### config.mk
export PLATFORM = sky130hd
export DESIGN_NAME = rvfi_cover_counters
export DESIGN_NICKNAME = d
export VERILOG_FILES = /design/src/rtl/rvfi_cover_counters.sv
export SDC_FILE = /design/constraint.sdc
export NUM_CORES = 1
export LEC_CHECK = 0
export ABC_CLOCK_PERIOD_IN_PS = 2600
export CORE_MARGIN = 4
export CORE_UTILIZATION = 53
export CTS_BUF_LIST = sky130_fd_sc_hd__clkbuf_8 sky130_fd_sc_hd__clkbuf_16
export CTS_CLUSTER_DIAMETER = 30
export DETAILED_ROUTE_END_ITERATION = 8
export GPL_TIMING_DRIVEN = 1
export PLACE_DENSITY = 0.81
export SLEW_MARGIN = 20
export SYNTH_ARGS = -nofsm -noshare
export SYNTH_HDL_FRONTEND = slang
export SYNTH_SLANG_ARGS = --single-unit
### constraint.sdc
create_clock -name clock -period 2.6 [get_ports clock]
set_clock_uncertainty 0.05 [all_clocks]
set_input_delay 0.78 -clock clock [delete_from_list [all_inputs] [get_ports clock]]
set_output_delay 0.78 -clock clock [all_outputs]
set_load 0.02 [all_outputs]
### src/rtl/rvfi_cover_counters.sv
// RVFI retirement coverage counters.
// Counts retirements per channel and per class (trap / interrupt / normal),
// counts rollback events, tracks the pre/post-rollback phase and counts
// retirements after the first rollback. All counters saturate at all-ones.
module rvfi_cover_counters #(
    parameter int NRET   = 1,
    parameter int CNT_W  = 16,
    parameter int TARGET = 8
) (
    input  logic                  clock,
    input  logic                  resetn,
    input  logic                  clear,
    input  logic [NRET-1:0]       rvfi_valid,
    input  logic [NRET-1:0]       rvfi_trap,
    input  logic [NRET-1:0]       rvfi_intr,
    input  logic                  rvfi_rollback_valid,
    output logic [NRET*CNT_W-1:0] cnt_insns,
    output logic [NRET*CNT_W-1:0] cnt_trap,
    output logic [NRET*CNT_W-1:0] cnt_intr,
    output logic [NRET*CNT_W-1:0] cnt_norm,
    output logic [NRET*CNT_W-1:0] arb_cnt_insns,
    output logic [CNT_W-1:0]      total_insns,
    output logic [CNT_W-1:0]      cnt_rollback,
    output logic                  sat,
    output logic                  reached,
    output logic                  state
);

    typedef enum logic {PRE_RB = 1'b0, POST_RB = 1'b1} phase_t;

    localparam logic [CNT_W-1:0] CNT_MAX = '1;
    localparam int               NOVF    = 5 * NRET + 2;

    phase_t                  state_q;
    phase_t                  state_d;
    logic                    arb_en;
    logic [3:0]              pop;
    logic [NOVF-1:0]         ovf;
    logic [NRET*CNT_W-1:0]   insns_d;
    logic [NRET*CNT_W-1:0]   trap_d;
    logic [NRET*CNT_W-1:0]   intr_d;
    logic [NRET*CNT_W-1:0]   norm_d;
    logic [NRET*CNT_W-1:0]   arb_d;
    logic [CNT_W-1:0]        total_d;
    logic [CNT_W-1:0]        rollback_d;
    logic                    sat_d;
    logic                    reached_d;

    // Saturating increment; MSB of the result flags an attempted overflow.
    function automatic logic [CNT_W:0] sat_inc(input logic [CNT_W-1:0] v, input logic en);
        if (!en)
            return {1'b0, v};
        if (v == CNT_MAX)
            return {1'b1, CNT_MAX};
        return {1'b0, v + 1'b1};
    endfunction

    // Saturating add of a small popcount; MSB flags that the sum was clamped.
    function automatic logic [CNT_W:0] sat_add(input logic [CNT_W-1:0] v, input logic [3:0] n);
        logic [CNT_W:0] sum;
        sum = {1'b0, v} + (CNT_W + 1)'(n);
        if (sum > {1'b0, CNT_MAX})
            return {1'b1, CNT_MAX};
        return sum;
    endfunction

    // Phase register: PRE_RB until the first rollback.
    always_ff @(posedge clock or negedge resetn) begin
        if (!resetn)
            state_q <= PRE_RB;
        else
            state_q <= state_d;
    end

    // Next phase: rollback moves to POST_RB, only clear returns to PRE_RB.
    always_comb begin
        state_d = state_q;
        if (clear)
            state_d = PRE_RB;
        else if (rvfi_rollback_valid)
            state_d = POST_RB;
    end

    // Phase outputs: a retirement coincident with the rollback already counts as post-rollback.
    always_comb begin
        state  = state_q;
        arb_en = (state_q == POST_RB) || rvfi_rollback_valid;
    end

    // Number of channels retiring this cycle.
    always_comb begin
        pop = '0;
        for (int k = 0; k < NRET; k++)
            pop = pop + 4'(rvfi_valid[k]);
    end

    // Next counter values; trap takes precedence over interrupt in classification.
    always_comb begin
        ovf     = '0;
        insns_d = cnt_insns;
        trap_d  = cnt_trap;
        intr_d  = cnt_intr;
        norm_d  = cnt_norm;
        arb_d   = arb_cnt_insns;
        for (int k = 0; k < NRET; k++) begin
            {ovf[5*k+0], insns_d[k*CNT_W +: CNT_W]} =
                sat_inc(cnt_insns[k*CNT_W +: CNT_W], rvfi_valid[k]);
            {ovf[5*k+1], trap_d[k*CNT_W +: CNT_W]} =
                sat_inc(cnt_trap[k*CNT_W +: CNT_W], rvfi_valid[k] & rvfi_trap[k]);
            {ovf[5*k+2], intr_d[k*CNT_W +: CNT_W]} =
                sat_inc(cnt_intr[k*CNT_W +: CNT_W], rvfi_valid[k] & ~rvfi_trap[k] & rvfi_intr[k]);
            {ovf[5*k+3], norm_d[k*CNT_W +: CNT_W]} =
                sat_inc(cnt_norm[k*CNT_W +: CNT_W], rvfi_valid[k] & ~rvfi_trap[k] & ~rvfi_intr[k]);
            {ovf[5*k+4], arb_d[k*CNT_W +: CNT_W]} =
                sat_inc(arb_cnt_insns[k*CNT_W +: CNT_W], rvfi_valid[k] & arb_en);
        end
        {ovf[5*NRET], total_d}      = sat_add(total_insns, pop);
        {ovf[5*NRET+1], rollback_d} = sat_inc(cnt_rollback, rvfi_rollback_valid);
        sat_d     = sat | (|ovf);
        reached_d = reached | (32'(total_d) >= 32'(TARGET));
    end

    // Counter and sticky-flag registers; clear discards any event of the same cycle.
    always_ff @(posedge clock or negedge resetn) begin
        if (!resetn) begin
            cnt_insns     <= '0;
            cnt_trap      <= '0;
            cnt_intr      <= '0;
            cnt_norm      <= '0;
            arb_cnt_insns <= '0;
            total_insns   <= '0;
            cnt_rollback  <= '0;
            sat           <= 1'b0;
            reached       <= 1'b0;
        end else if (clear) begin
            cnt_insns     <= '0;
            cnt_trap      <= '0;
            cnt_intr      <= '0;
            cnt_norm      <= '0;
            arb_cnt_insns <= '0;
            total_insns   <= '0;
            cnt_rollback  <= '0;
            sat           <= 1'b0;
            reached       <= 1'b0;
        end else begin
            cnt_insns     <= insns_d;
            cnt_trap      <= trap_d;
            cnt_intr      <= intr_d;
            cnt_norm      <= norm_d;
            arb_cnt_insns <= arb_d;
            total_insns   <= total_d;
            cnt_rollback  <= rollback_d;
            sat           <= sat_d;
            reached       <= reached_d;
        end
    end

endmodule

==> flow_summary.ini, run 1 <==
[cells_and_area]
mostFrequentLayoutCells = clkdlybuf4s50_1 (119), dfrtp_1 (115), nor2_1 (87)
area.growth.synth_to_final_pct = 33.9
final_area_sq_um = 8570
drive_gt1_share_pct = 9.94
fin_nets = 887
antenna_cells = 0
stdcell_count = 1028
final_common_cell = clkdlybuf4s50_1

[synth]
async_flop_share_pct = 100
synth-xor-area-share_pct = 1.50
ys.flop_type = dfrtp_1
synth_area_leader_cell = dfrtp_1
synth_area_leaders = dfrtp_1 (45%), nor2_1 (5.2%), a211oi_1 (3.9%)
synth-edff-count = 0
synth_mux_area_share_pct = 1.88
synth_fa_ha_area_share_pct = 1.56
syn_inst = 727
synth_simple_gate_area_share_pct = 27.0
synth_area_per_cell_sq_um = 8.81
ys_types = 51
yosysSeqAreaShare_pct = 44.9
yosys_warnings = 0
syn-num-nets = 742
syn_area_sq_um = 6400
synth_compound_area_share_pct = 19.6
synthDominantCellAreaShare_pct = 44.9
yosys_register_bits = 115
synth_top_family_by_area = simple AND/OR/NAND/NOR gates

[timing]
maxSlewHeadroom_pct = 58.8
holdWs_ns = 0.334
setup_violations = 0
fin_crit_sh_pct = 96.9
min_period_ns = 2.52
worst_slack_ns = 0.0809
hold_viol_final = 0
tightest_slew_ns = 0.619
rsz0062_at_grt = false
drv_slew = 0
fmax_mhz = 397

[floorplan]
std_cell_rows = 39
die_h_microns = 118
core_area_sq_um = 11600
die_w_microns = 118
initial_core_util_pct = 55.1
io_pins = 122
die-area_sq_um = 13900

[clocking]
cts_root_buf = clkbuf_16
htreeDepth = 4
numCtsBuffers = 17
path_clk_slew_ns = 0.05
cts.path.max_buffers = 2
post_cts_buffers = 0
cts_tree = done
clk_latency_ns = 0.41
numClockSinks = 115

[placed_design]
portBuffers = 121
post-place-cells = 996
dpl_cell_area_sq_um = 8010
pre_cts_slack_ns = -0.179
dp_hpwl_microns = 12800
routabilityCongestion = 0.930

[pwr]
cellLeakagePower_nw = 3.50
ir_drop_uv = 427
p_per_area_nw_per_um2 = 499

[critical_path]
critPathLaunchType = flip-flop
critical_path.cell_chain = clkdlybuf4s50_1
slowest_delay_ns = 0.69
crit_buf_inv = 1
critPathRequiredTime_ns = 1.77
timing.critical_path.fanout_max = 12
critical_path_class = reg2out
end_kind = output port
worstPathArrival_ns = 1.69
critPathSlowestCell = clkdlybuf4s50_1
cp_top_family = buffers and inverters

[hold_path]
hold_path.class = in2async

[run_status]
status = finished, final reports clean

[global_route]
grt_pass1_wl_microns = 31300
grt_pass1_vias = 6381
grt_max_degree = 47
antenna_found_initial = 0
grt-ovfl-total = 0
grt.total_usage_pct = 26.9

[detailed_routing]
ant_nets = 0
num_vias = 6658
drt-initial-drc-count = 848
drc = 0
dr.pass1.iters = 5
wl_microns = 18700
avgViaCountPerCell = 6.48
wl_per_cell_microns = 18.2

[flow_run]
max_cap_viol_count = 0
==> registers in the layout, summed over array words and instances, names as in the netlist <==
register	flops
cnt_intr	16
arb_cnt_insns	16
state	1
cnt_norm	16
cnt_trap	16
total_insns	16
reached	1
cnt_insns	16
cnt_rollback	16
sat	1
==> power by group <==
| group | switching [W] | internal, W | leakage, nW |
|---|---|---|---|
| combinational | 0.000167 | 0.000106 | 1.62 |
| clock | 0.000797 | 0.00137 | 0.280 |
| sequential | 0.0000333 | 0.00181 | 1.60 |
| total | 0.000997 | 0.00328 | 3.50 |
==> routing by layer <==
metal | up-vias | share of wire (%) | GRT usage, %
li1 | 3048 | - | -
met1 | 3226 | 43 | 36.6
met2 | 352 | 48 | 42.1
met3 | 32 | 7.7 | 6.34
met4 | 0 | 1.4 | 9.74
met5 | - | 0 | 0
==> repair_timing <==
item                                    in CTS  in global routing
hold buffers                                 0                  0
endpoints found under the setup margin       0                  2
gates resized for setup                      0                  2
==> cell usage after synthesis (4+ instances only) <==
cell type / n
nand2_1: 47
and2_1: 7
ha_1: 8
a211oi_1: 33
inv_1: 16
and3_1: 29
a311oi_1: 13
nor3_1: 45
a221oi_1: 4
a21oi_1: 47
o21ai_0: 27
nor4_1: 7
nor2_1: 88
a41oi_1: 6
o21a_1: 11
o21bai_1: 11
xor2_1: 6
xnor2_1: 5
nand4_1: 19
mux2i_1: 12
or4_1: 6
and4_1: 21
nand3_1: 45
a31oi_1: 20
o22ai_1: 6
clkbuf_1: 39
dfrtp_1: 115
==> final cells by class <==
type                            instances  area [sq um]
Inverter                               16          60.1
Fill cell                             849          3040
Sequential cell                       115          2880
Clock inverter                         12          90.1
Multi-Input combinational cell        555          3310
Tap cell                              143           179
Timing Repair Buffer                  167          1590
Clock buffer                           20           467
==> stage by stage <==
stage / TNS [ns] / util, % / power [W]
2_1_floorplan: 0 / - / 0.00199
3_3_place_gp: -1.52 / 69.0 / 0.00213
3_5_place_dp: -2.52 / 69.0 / 0.00214
4_1_cts: 0 / 73.8 / 0.00430
5_1_grt: 0 / 73.8 / 0.00443
6_report: 0 / 73.8 / 0.00428
==> kinds of logic (layout without fill, tap and decap cells) <==
| group | Yosys count | count (layout) |
|---|---|---|
| AOI/OAI and AO/OA | 189 | 189 |
| buffers and inverters | 57 | 215 |
| muxes | 12 | 12 |
| xor gates and xnor gates | 11 | 11 |
| DFF | 115 | 115 |
| and+or+nand+nor | 335 | 335 |
| adders and majority gates | 8 | 8 |
==> worst paths after layout <==
kind / from / to / slack [ns] / cells past startpoint
setup / recovery: total_insns[12] / total_insns[12] / 0.08 / 1
min in group clock: cnt_norm[4] / cnt_norm[4] / 0.50 / 1
hold reg to reg: cnt_norm[4] / cnt_norm[4] / 0.50 / 1
max in group asynchronous: resetn / cnt_norm[3] / 1.55 / 2
setup reg to reg: cnt_intr[0] / cnt_intr[9] / 0.28 / 6
hold / removal: resetn / cnt_rollback[5] / 0.33 / 1
(Power assumes the default switching activity.)
==> run 2: changes to the inputs <==
- CTS_CLUSTER_DIAMETER: 30 -> 40
==> results of run 2 <==
No change in the layout: final DEF, timing and power equal those of run 1.
==> run 3: changes to the inputs <==
- ABC_CLOCK_PERIOD_IN_PS: 2600 -> not set
- CELL_PAD_IN_SITES_DETAIL_PLACEMENT: not set -> 0
- CELL_PAD_IN_SITES_GLOBAL_PLACEMENT: not set -> 1
- CORE_UTILIZATION: 53 -> 39
- PLACE_DENSITY: 0.81 -> not set
- PLACE_DENSITY_LB_ADDON: not set -> 0.1
- SLEW_MARGIN: 20 -> not set
==> flow_summary.ini, run 3 (same netlist as run 1, synthesis figures left out) <==
[critical_path]
critical_path_class = reg2out
end_kind = output port
worstPathArrival_ns = 1.64
slowest_delay_ns = 0.68
critical_path.cell_chain = clkdlybuf4s50_1
worstReg2RegStart = cnt_norm[0]
critPathRequiredTime_ns = 1.77
critPathLaunchType = flip-flop
critPathSlowestCell = clkdlybuf4s50_1
reg2reg_depth = 7
crit_buf_inv = 1
crit_cells = 1
cp_top_family = buffers and inverters
timing.critical_path.fanout_max = 12
startpoint = total_insns[12]

[cells_and_area]
mostFrequentLayoutCells = clkdlybuf4s50_1 (119), dfrtp_1 (115), nor2_1 (88)
fin_nets = 895
final_common_cell = clkdlybuf4s50_1
fillers = 1484
area.growth.synth_to_final_pct = 37.8
drive_gt1_share_pct = 10.5
antenna_cells = 0
stdcell_count = 1109
utilization_pct = 55.2
final_area_sq_um = 8830

[clocking]
post_cts_buffers = 0
cts_resized = 0
htreeDepth = 4
clk_latency_ns = 0.41
path_clk_slew_ns = 0.05
cts.path.max_buffers = 2
cts_root_buf = clkbuf_16
cts_tree = done
numCtsBuffers = 17
numClockSinks = 115
hold_buffers = 0

[timing]
holdWs_ns = 0.159
min_period_ns = 2.47
drv_slew = 0
tightest_slew_ns = 0.545
rsz0062_at_grt = false
fmax_mhz = 405
maxSlewHeadroom_pct = 63.5
fin_crit_sh_pct = 95.1
tns_ns = 0
setup_violations = 0
hold_viol_final = 0

[global_route]
use_met3_pct = 4.96
grt_pass1_wl_microns = 30900
grt-ovfl-total = 0
grt.total_usage_pct = 20.5
antenna_found_initial = 0
grt_max_degree = 57
gr-usage-met1_pct = 29.1
top_usage_layer = met2
grt_use_met2_pct = 30.8
grt_pass1_vias = 6014

[floorplan]
io_pins = 122
std_cell_rows = 46
die-area_sq_um = 18500
initial_core_util_pct = 40.0
core_area_sq_um = 16000
die_h_microns = 136
die_w_microns = 136

[placed_design]
portBuffers = 121
dp_hpwl_microns = 13000
post-place-cells = 1077
dpl_cell_area_sq_um = 8170
routabilityCongestion = 0.826

[detailed_routing]
num_vias = 6363
avgViaCountPerCell = 5.74
drc = 0
drt-initial-drc-count = 453
wl_per_cell_microns = 16.8
ant_nets = 0
dr.pass1.iters = 7
wl_microns = 18600

[pwr]
ir_drop_uv = 423
p_per_area_nw_per_um2 = 532
cellLeakagePower_nw = 3.59

[run_status]
status = finished, final reports clean

[flow_run]
max_cap_viol_count = 0

[hold_path]
hold_path.class = in2async
-- run 3: layout make-up --
type                       instances  area [sq um]  area share (%)
clock buffer                      20           467            5.29
clock inverter                    12           185            2.10
inverter                          16          60.1           0.680
multi-input combinational        555          3300            37.4
sequential                       115          2880            32.6
tap                              216           270            3.06
timing repair buffer             175          1660            18.8
-- run 3: metal layers --
metal | wire length [microns] | part of all wire, % | vias up
li1 | - | - | 3058
met1 | 8530 | 46 | 3059
met2 | 8600 | 46 | 221
met3 | 1190 | 6.4 | 25
met4 | 268 | 1.4 | 0
met5 | 0 | 0 | -
-- run 3: stage by stage --
stage / power [W] / worst slack [ns]
2_1_floorplan: 0.00199 / 0.368
3_3_place_gp: 0.00214 / -0.137
3_5_place_dp: 0.00215 / -0.157
4_1_cts: 0.00474 / 0.114
5_1_grt: 0.00485 / 0.0601
6_report: 0.00469 / 0.128
-- run 3: worst paths after layout --
kind                                endpoint  slack [ns]
setup / recovery             total_insns[12]        0.13
hold / removal             arb_cnt_insns[12]        0.16
setup reg to reg                 cnt_norm[3]        0.31
hold reg to reg            arb_cnt_insns[11]        0.47
max in group asynchronous        cnt_trap[0]        1.79
min in group clock         arb_cnt_insns[11]        0.47
-- run 3: report_power, final --
part / switching [W] / internal (W) / leakage [nW] / total (W)
logic: 0.000165 / 0.000108 / 1.67 / 0.000273
clock network: 0.000814 / 0.00176 / 0.328 / 0.00258
registers: 0.0000326 / 0.00181 / 1.60 / 0.00184
